File: src/rtl/alu_issue_scheduler_pkg.sv
// Shared widths, opcodes and payload types for the ALU reservation station.
package alu_issue_scheduler_pkg;

    localparam int unsigned OP_W      = 6;
    localparam int unsigned ROB_BIT   = 4;
    localparam int unsigned DAT_W     = 32;
    localparam int unsigned RAM_ADR_W = 17;

    // RS_SIZE must stay a power of two so the pointer wraps by truncation.
    localparam int unsigned RS_SIZE   = 8;
    localparam int unsigned RS_BIT    = 3;

    localparam logic [OP_W-1:0] OP_NOP  = 6'd0;
    localparam logic [OP_W-1:0] OP_ADD  = 6'd1;
    localparam logic [OP_W-1:0] OP_SUB  = 6'd2;
    localparam logic [OP_W-1:0] OP_AND  = 6'd3;
    localparam logic [OP_W-1:0] OP_OR   = 6'd4;
    localparam logic [OP_W-1:0] OP_XOR  = 6'd5;
    localparam logic [OP_W-1:0] OP_SLL  = 6'd6;
    localparam logic [OP_W-1:0] OP_SRL  = 6'd7;
    localparam logic [OP_W-1:0] OP_SRA  = 6'd8;
    localparam logic [OP_W-1:0] OP_SLT  = 6'd9;
    localparam logic [OP_W-1:0] OP_SLTU = 6'd10;
    localparam logic [OP_W-1:0] OP_ADDI = 6'd11;
    localparam logic [OP_W-1:0] OP_BEQ  = 6'd20;
    localparam logic [OP_W-1:0] OP_BNE  = 6'd21;
    localparam logic [OP_W-1:0] OP_JAL  = 6'd30;
    localparam logic [OP_W-1:0] OP_JALR = 6'd31;

    typedef struct packed {
        logic               busy;
        logic [ROB_BIT-1:0] tag;
        logic [DAT_W-1:0]   val;
    } operand_t;

    typedef struct packed {
        logic               en;
        logic [ROB_BIT-1:0] q;
        logic [DAT_W-1:0]   v;
    } cdb_t;

    typedef struct packed {
        logic [OP_W-1:0]      op;
        logic                 ic;
        logic [ROB_BIT-1:0]   qd;
        operand_t             s;
        operand_t             t;
        logic [DAT_W-1:0]     imm;
        logic [RAM_ADR_W-1:0] pc;
    } rs_entry_t;

    // Resolve a pending operand against both broadcasts; ALU result takes priority.
    function automatic operand_t snoop(input operand_t o, input cdb_t alu, input cdb_t lsb);
        operand_t r;
        r = o;
        if (o.busy) begin
            if (alu.en && alu.q == o.tag) begin
                r.busy = 1'b0;
                r.val  = alu.v;
            end else if (lsb.en && lsb.q == o.tag) begin
                r.busy = 1'b0;
                r.val  = lsb.v;
            end
        end
        return r;
    endfunction

endpackage

File: src/rtl/alu_issue_scheduler_rr_ready_picker.sv
// Round-robin priority encoder: first ready slot after ptr, wrapping.
module rr_ready_picker
    import alu_issue_scheduler_pkg::*;
(
    input  logic [RS_SIZE-1:0] ready,
    input  logic [RS_BIT-1:0]  ptr,
    output logic               found,
    output logic [RS_BIT-1:0]  index
);

    logic [RS_BIT-1:0] idx;

    always_comb begin
        found = 1'b0;
        index = '0;
        idx   = '0;
        for (int k = 1; k <= int'(RS_SIZE); k++) begin
            idx = ptr + RS_BIT'(k);
            if (!found && ready[idx]) begin
                found = 1'b1;
                index = idx;
            end
        end
    end

endmodule

File: src/rtl/alu_issue_scheduler.sv
// Reservation station for the integer ALU: buffers dispatched ops, snoops both
// CDBs for operands and issues one ready entry per cycle round-robin.
module alu_issue_scheduler
    import alu_issue_scheduler_pkg::*;
(
    input  logic                 clk,
    input  logic                 rst,
    input  logic                 en,
    input  logic                 flush_i,

    input  logic                 dp_en_i,
    input  logic [OP_W-1:0]      dp_op_i,
    input  logic                 dp_ic_i,
    input  logic [ROB_BIT-1:0]   dp_qd_i,
    input  logic                 dp_sbusy_i,
    input  logic [ROB_BIT-1:0]   dp_qs_i,
    input  logic [DAT_W-1:0]     dp_vs_i,
    input  logic                 dp_tbusy_i,
    input  logic [ROB_BIT-1:0]   dp_qt_i,
    input  logic [DAT_W-1:0]     dp_vt_i,
    input  logic [DAT_W-1:0]     dp_imm_i,
    input  logic [RAM_ADR_W-1:0] dp_pc_i,
    output logic                 full_o,

    input  logic                 cdb_alu_en_i,
    input  logic [ROB_BIT-1:0]   cdb_alu_q_i,
    input  logic [DAT_W-1:0]     cdb_alu_v_i,
    input  logic                 cdb_lsb_en_i,
    input  logic [ROB_BIT-1:0]   cdb_lsb_q_i,
    input  logic [DAT_W-1:0]     cdb_lsb_v_i,

    output logic                 alu_en_o,
    output logic [OP_W-1:0]      alu_op_o,
    output logic                 alu_ic_o,
    output logic [ROB_BIT-1:0]   alu_qd_o,
    output logic [DAT_W-1:0]     alu_vs_o,
    output logic [DAT_W-1:0]     alu_vt_o,
    output logic [DAT_W-1:0]     alu_imm_o,
    output logic [RAM_ADR_W-1:0] alu_pc_o
);

    rs_entry_t          entry [RS_SIZE];
    logic [RS_SIZE-1:0] valid;
    logic [RS_SIZE-1:0] ready;
    logic [RS_BIT-1:0]  rr_ptr;
    logic [RS_BIT-1:0]  pick_idx;
    logic               pick_found;
    logic [RS_BIT-1:0]  free_idx;
    logic               free_found;
    logic               full;
    cdb_t               cdb_alu;
    cdb_t               cdb_lsb;
    rs_entry_t          dp_entry;

    assign cdb_alu = '{en: cdb_alu_en_i, q: cdb_alu_q_i, v: cdb_alu_v_i};
    assign cdb_lsb = '{en: cdb_lsb_en_i, q: cdb_lsb_q_i, v: cdb_lsb_v_i};

    assign full   = &valid;
    assign full_o = full;

    // Readiness comes only from registered state; same-edge wakeups count next cycle.
    always_comb begin
        ready = '0;
        for (int i = 0; i < int'(RS_SIZE); i++) begin
            ready[i] = valid[i] & ~entry[i].s.busy & ~entry[i].t.busy;
        end
    end

    // Lowest-index free slot for dispatch.
    always_comb begin
        free_found = 1'b0;
        free_idx   = '0;
        for (int i = 0; i < int'(RS_SIZE); i++) begin
            if (!free_found && !valid[i]) begin
                free_found = 1'b1;
                free_idx   = RS_BIT'(i);
            end
        end
    end

    // Incoming op with operands bypassed from any same-cycle broadcast.
    always_comb begin
        dp_entry     = '0;
        dp_entry.op  = dp_op_i;
        dp_entry.ic  = dp_ic_i;
        dp_entry.qd  = dp_qd_i;
        dp_entry.s   = snoop('{busy: dp_sbusy_i, tag: dp_qs_i, val: dp_vs_i}, cdb_alu, cdb_lsb);
        dp_entry.t   = snoop('{busy: dp_tbusy_i, tag: dp_qt_i, val: dp_vt_i}, cdb_alu, cdb_lsb);
        dp_entry.imm = dp_imm_i;
        dp_entry.pc  = dp_pc_i;
    end

    rr_ready_picker u_picker (
        .ready (ready),
        .ptr   (rr_ptr),
        .found (pick_found),
        .index (pick_idx)
    );

    always_ff @(posedge clk) begin
        if (rst) begin
            valid     <= '0;
            rr_ptr    <= '0;
            alu_en_o  <= 1'b0;
            alu_op_o  <= '0;
            alu_ic_o  <= 1'b0;
            alu_qd_o  <= '0;
            alu_vs_o  <= '0;
            alu_vt_o  <= '0;
            alu_imm_o <= '0;
            alu_pc_o  <= '0;
        end else if (en) begin
            if (flush_i) begin
                valid    <= '0;
                alu_en_o <= 1'b0;
            end else begin
                for (int i = 0; i < int'(RS_SIZE); i++) begin
                    entry[i].s <= snoop(entry[i].s, cdb_alu, cdb_lsb);
                    entry[i].t <= snoop(entry[i].t, cdb_alu, cdb_lsb);
                end

                if (pick_found) begin
                    alu_en_o        <= 1'b1;
                    alu_op_o        <= entry[pick_idx].op;
                    alu_ic_o        <= entry[pick_idx].ic;
                    alu_qd_o        <= entry[pick_idx].qd;
                    alu_vs_o        <= entry[pick_idx].s.val;
                    alu_vt_o        <= entry[pick_idx].t.val;
                    alu_imm_o       <= entry[pick_idx].imm;
                    alu_pc_o        <= entry[pick_idx].pc;
                    valid[pick_idx] <= 1'b0;
                    rr_ptr          <= pick_idx;
                end else begin
                    alu_en_o <= 1'b0;
                end

                // Free slot is invalid at cycle start, so it never collides with the issued slot.
                if (dp_en_i && !full && free_found) begin
                    entry[free_idx] <= dp_entry;
                    valid[free_idx] <= 1'b1;
                end
            end
        end
    end

endmodule

File: config.mk
export PLATFORM = sky130hd
export DESIGN_NAME = alu_issue_scheduler
export DESIGN_NICKNAME = d
export VERILOG_FILES = /design/src/rtl/alu_issue_scheduler_pkg.sv /design/src/rtl/alu_issue_scheduler_rr_ready_picker.sv /design/src/rtl/alu_issue_scheduler.sv
export SDC_FILE = /design/constraint.sdc
export NUM_CORES = 2
export LEC_CHECK = 0
export ABC_CLOCK_PERIOD_IN_PS = 6600
export BUFFER_PORTS_ARGS = -buffer_cell sky130_fd_sc_hd__buf_2
export CAP_MARGIN = 30
export CORE_ASPECT_RATIO = 1.4
export CORE_MARGIN = 5
export CORE_UTILIZATION = 40
export CTS_CLUSTER_DIAMETER = 100
export DETAILED_ROUTE_END_ITERATION = 8
export PLACE_DENSITY = 0.63
export SYNTH_ARGS = -nofsm -noshare
export SYNTH_HDL_FRONTEND = slang
export SYNTH_HIERARCHICAL = 1
export SYNTH_SLANG_ARGS = --single-unit
File: constraint.sdc
create_clock -name clk -period 6.6 [get_ports clk]
set_clock_uncertainty 0.15 [all_clocks]
set_input_delay 1.32 -clock clk [delete_from_list [all_inputs] [get_ports clk]]
set_output_delay 1.32 -clock clk [all_outputs]
set_load 0.01 [all_outputs]
# Yosys cells after proc, flatten, opt, wreduce, memory -nomap -nowiden
# Memory sizes are Yosys's and may differ from the RTL's. A register that Yosys moved wholly into a read port is not among the register bits.
# Index checks and enable logic that the tools add are counted.
[totals]
ramBits = 1072
in_bits = 213
memories = 1
output_inout_bits = 126
elab_cells = 444
reg_bits = 12
[classes]
add_sub_neg = 7
reduce_logical = 77
muxes = 272
n_eq_ne = 36
n_bitwise = 36
order_cmp = 12
[memory_table]
columns = ["name", "depth", "width", "read_ports", "rd_ports_with_merged_regs", "wr", "line", "rtl"]
rows = [
  ["entry", 8, 134, 9, 1, 9, "alu_issue_scheduler.sv:42", "rs_entry_t entry [RS_SIZE];"],
]
[op_table]
columns = ["cell", "n"]
rows = [
  ["two-way mux 32 bit", 102],
  ["equality test 4 bit", 36],
  ["two-way mux 1 bit", 140],
  ["logical AND 1 bit", 54],
  ["two-way mux 8 bit", 6],
  ["two-way mux 3 bit", 14],
  ["less-than comparator 3 x 4 -> 1 bit, second input constant", 10],
  ["binary-select mux 1 bit (select 3 bit)", 8],
  ["zero test 1 bit", 21],
  ["NOT 1 bit", 17],
  ["bitwise AND 1 bit", 16],
  ["adder 3 bit, second input constant", 4],
  ["bitwise AND 8 bit", 1],
  ["NOT 8 bit", 1],
  ["OR 8 bit", 1],
  ["AND reduction 8 bit", 1],
  ["adder 3 x 2 -> 3 bit, second input constant", 2],
  ["demux 1 bit (select 3 bit)", 2],
  [">= comparator 3 x 1 -> 1 bit, second input constant", 2],
  ["adder 3 x 1 -> 3 bit, second input constant", 1],
  ["AND reduction 3 bit", 1],
]

# Logic depth before layout (Yosys ltp)
# An unclocked memory read counts as a cell.
[depth]
word_depth = 41
ltp_mapped = 17
ltp_nobuf = 12

# Cells and area by module
# The synthesis kept the hierarchy.
[by_module_without_submodules]
columns = ["mod", "n_inst", "area_per_inst_um2", "seq_area_each_um2", "cells_per_inst"]
rows = [
  ["alu_issue_scheduler", 1, 62328.5, 34913.5, 4623],
  ["rr_ready_picker", 1, 1204.9, 0.0, 124],
]

# Worst setup path before layout
# No wires, ideal clock.
[synth_timing]
path_kind = "input to register"
from = "input rst"
to = "memory entry[4][109] (netlist name) (data pin)"
cell_stages = 7
required_time_ns = 6.095
path_slack_ns = 1.579
n_path_buf = 2
t_arrival_ns = 4.516
setup_time_ns = 0.355
cell_sequence = "nand4bb_1 nor4b_2 nand3_2 inv_2 buf_4 clkbuf_1 a21oi_1"
[synth_lines]
columns = ["item", "line", "rtl"]
rows = [
  ["from (decl)", "alu_issue_scheduler.sv:7", "input logic rst,"],
  ["to (decl)", "alu_issue_scheduler.sv:42", ""],
]

# Worst setup path after layout
[layout_timing]
from = "register rr_ptr[0]"
to = "register alu_vt_o[28], read port of entry"
[layout_between]
elab_cells_between_ends = 54
classes_between = "7 x add/sub; 32 x mux; 15 x reduce/logical"
[layout_lines]
columns = ["item", "line", "rtl"]
rows = [
  ["from (decl)", "alu_issue_scheduler.sv:45", "logic [RS_BIT-1:0] rr_ptr;"],
  ["from (signal assigned)", "alu_issue_scheduler.sv:132", "rr_ptr <= pick_idx;"],
  ["adder 3 x 1 -> 3 bit", "alu_issue_scheduler_rr_ready_picker.sv:18", "idx = ptr + RS_BIT'(k);"],
  ["binary-select mux 1 bit (select 3 bit)", "alu_issue_scheduler_rr_ready_picker.sv:19", "if (!found && ready[idx]) begin"],
  ["two-way mux 1 bit (implied by the code)", "alu_issue_scheduler_rr_ready_picker.sv:19", ""],
  ["two-way mux 1 bit", "alu_issue_scheduler_rr_ready_picker.sv:19", ""],
  ["zero test 1 bit", "alu_issue_scheduler_rr_ready_picker.sv:19", ""],
  ["logical AND 1 bit", "alu_issue_scheduler_rr_ready_picker.sv:19", ""],
  ["two-way mux 1 bit", "alu_issue_scheduler_rr_ready_picker.sv:19", ""],
  ["zero test 1 bit", "alu_issue_scheduler_rr_ready_picker.sv:19", ""],
  ["(+10 left out)", "--", ""],
  ["two-way mux 1 bit", "alu_issue_scheduler_rr_ready_picker.sv:19", ""],
  ["zero test 1 bit", "alu_issue_scheduler_rr_ready_picker.sv:19", ""],
  ["logical AND 1 bit", "alu_issue_scheduler_rr_ready_picker.sv:19", ""],
  ["two-way mux 1 bit", "alu_issue_scheduler_rr_ready_picker.sv:19", ""],
  ["zero test 1 bit", "alu_issue_scheduler_rr_ready_picker.sv:19", ""],
  ["logical AND 1 bit", "alu_issue_scheduler_rr_ready_picker.sv:19", ""],
  ["two-way mux 3 bit *", "alu_issue_scheduler_rr_ready_picker.sv:19", ""],
  ["net pick_idx[1]", "alu_issue_scheduler.sv:46", "logic [RS_BIT-1:0] pick_idx;"],
  ["to (decl)", "alu_issue_scheduler.sv:37", "output logic [DAT_W-1:0] alu_vt_o,"],
]
# The timed path passes the listed nets; every way through them passes the cells marked *. The select of a mux whose other input is x is not followed.
# A chain may end at the register's enable or synchronous reset.

==> impl_results.md <==
* Status: complete, no violations
* Max frequency at 184 MHz
* Worst endpoint data arrival time at 5.89 ns
* Fin crit share at 0.824
* Slew HR at 0.260
* CTS tree: done
* Crit Path Max Fanout at 24
* Router iterations before antenna repair at 6
* DIE WIDTH at 347 um
* CTS Root Cell: clkbuf_16
* Filler Cells Inserted at 14100
* Core ar. at 158000 um^2
* M2 GR Usage at 0.442
* Pwr/cell area at 239 nW/um^2
* WL final at 246000 um
* Seq/Total Area, Yosys at 0.550
* CTS Buf Count at 132
* Layout net count at 5031
* Placed cell count at 6780
* Commonest non-fill, non-tap cell in the layout: edfxtp_1
* Worst slew pin tran at 1.11 ns
* YS warnings at 6
* Kind of path behind the tightest hold check: flop to flop
* Met3 GRT Util at 0.0915
* Max VDD drop at 252 uV
* DR WL/cell at 34.8 um
* Post-CTS setup buffers at 0
* H-tree depth at 4
* Syn nets at 4962
* Average instance area after synthesis at 13.4 um^2
* Area Overhead vs Synth at 12.8%
* Clk_lat worst skew at 0.77 ns
* Final Wtd Congestion at 0.897
* Drt drc at 0
* Clk sinks at 1208
* Worst endpoint required time at 7.06 ns
* Die Y at 482 um
* Commonest cells after routing, fill and taps aside: 1072 x edfxtp_1, 340 x mux2i_1, 338 x buf_2, 321 x nor3_1, 265 x mux4_2
* Cell Area, Synth at 63500 um^2
* Fin Setup TNS at 0 ns
* Met1 GRT Util at 0.348
* Min Tclk post-route at 5.44 ns
* Gates resized, CTS repair at 0
* Synth cell types at 83
* Drt via density at 6.80
* Reg clk slew, reported paths at 0.07 ns
* Initial antenna violation count at 58
* Number of global-route vias before repair at 47200
* # hold bufs at CTS at 0
* Initial drt markers at 7371
* Max cap viols at 0
* Max-slew violation count at 0
* Grt ovf at 0
* Pleak at 22.2 nW
* Count of input and output buffers at 338
* Cells after Synth at 4747
* # IOs at 339
* Critical path class: flop to flop
* Die area at 167000 um^2
* Initial Utilization at 0.401
* Largest net degree at the start of global routing at 101
* Startpoint types: flop
* Post-synth EDFFs at 1072
* Unrepaired setup endpoints after global routing: false
* Primary FF master, synth: edfxtp_1
* GRT Util Overall at 0.284
* Global route hottest layer: met2
* Final Hold Fails at 0
* Standard-cell row count at 173
* Clock Path Buffers at 3
* Detailed placer's ending HPWL at 138000 um
* Non-Filler Instances at 7055
* Async set-or-reset flop fraction in the synthesized netlist at 0
* Layout cell share with drive strength beyond 1 at 0.246
* First-pass GRT wire length at 345000 um
* Vias at 48000
* Setup crit end kind: flop
* Synth Register Bits at 1208
* Fin util at 0.452
* Final ANT Viol Nets at 0
* Finish-stage setup viols at 0
metrics by stage:
stage	power [mW]	cell area [um^2]	worst slack, ns	hold WS, ns
2_1_floorplan	9.35	63500	1.58	0.302
3_3_place_gp	9.86	67200	1.26	0.309
3_5_place_dp	9.89	67300	1.18	0.325
4_1_cts	17.1	71500	1.13	0.337
5_1_grt	17.5	71600	0.821	0.366
6_report	17.1	71700	1.16	0.330
routing by layer:
layer | wire length (um) | up-vias
met4 | 17700 | 14
met3 | 33700 | 1172
met1 | 85000 | 23700
met2 | 109000 | 3997
li1 | - | 19100
met5 | 99 | -
power breakdown:
group          switching (mW)  internal (mW)  total [mW]  leakage, nW
Sequential             0.0154           8.36        8.37         10.7
Clock                    3.16           4.18        7.34         2.03
Combinational            1.00          0.424        1.43         9.40
sequential cells by signal (all words and copies together), names as in the netlist, 3 cells and up:
| register | cells |
|---|---|
| alu_pc_o | 17 |
| alu_imm_o | 32 |
| alu_op_o | 6 |
| alu_qd_o | 4 |
| alu_vt_o | 32 |
| valid | 8 |
| entry | 1072 |
| alu_vs_o | 32 |
| rr_ptr | 3 |
synthesized netlist by cell type (78+ instances only):
cell      count  share of area
a211oi_1    227          0.027
a21boi_0    187          0.022
a21oi_1     192          0.015
buf_2       129          0.010
clkbuf_1    329          0.019
dfxtp_1     136          0.043
edfxtp_1   1072           0.51
mux2i_1     340          0.054
mux4_2      265          0.094
nand2_1      89         0.0053
nor2_1      142         0.0084
nor3_1      321          0.025
o21ai_0     135          0.011
o21ai_1     117         0.0092
o31ai_1     262          0.031
xor2_1       78          0.011
logic make-up after synthesis:
group                      Yosys count  share of synthesized area
AOI/OAI and AO/OA                 1409                      0.172
xor gates and xnor gates           144                     0.0207
buffers and inverters              572                     0.0422
adders and majority gates            2                   0.000394
muxes                              613                      0.150
and+or+nand+nor                    799                     0.0648
DFF                               1208                      0.550
worst max-delay path, cell delays in order (launching register included):
cell	delay (ns)
dfxtp_1	0.31
buf_4	0.35
inv_1	0.20
ha_1	0.63
mux4_2	0.45
a211o_1	0.29
or4b_4	0.54
nor2_4	0.15
nand2_2	0.11
o311ai_4	0.38
buf_4	0.37
buf_4	0.49
mux4_2	0.58
mux2i_1	0.16
a211oi_1	0.10
cell type report:
type	count	area [um^2]	area share
repair buffers	485	3220	0.0450
clock inverters	43	460	0.00643
flip-flops and latches	1208	34900	0.487
clock buffers	194	3740	0.0522
well taps	2100	2630	0.0367
multi-input cells	2967	26500	0.370
inverters	22	119	0.00166
diodes	36	90.1	0.00126
path summary, 6_finish.rpt:
| kind | cells after the start | endpoint | from | slack (ns) |
|---|---|---|---|---|
| setup / recovery | 14 | alu_vt_o[28] | rr_ptr[0] | 1.16 |
| hold / removal | 2 | alu_en_o | alu_en_o | 0.33 |
| setup reg to reg | 14 | alu_vt_o[28] | rr_ptr[0] | 1.16 |
| hold reg to reg | 2 | alu_en_o | alu_en_o | 0.33 |
No activity file was read; power rests on OpenSTA's default activity.
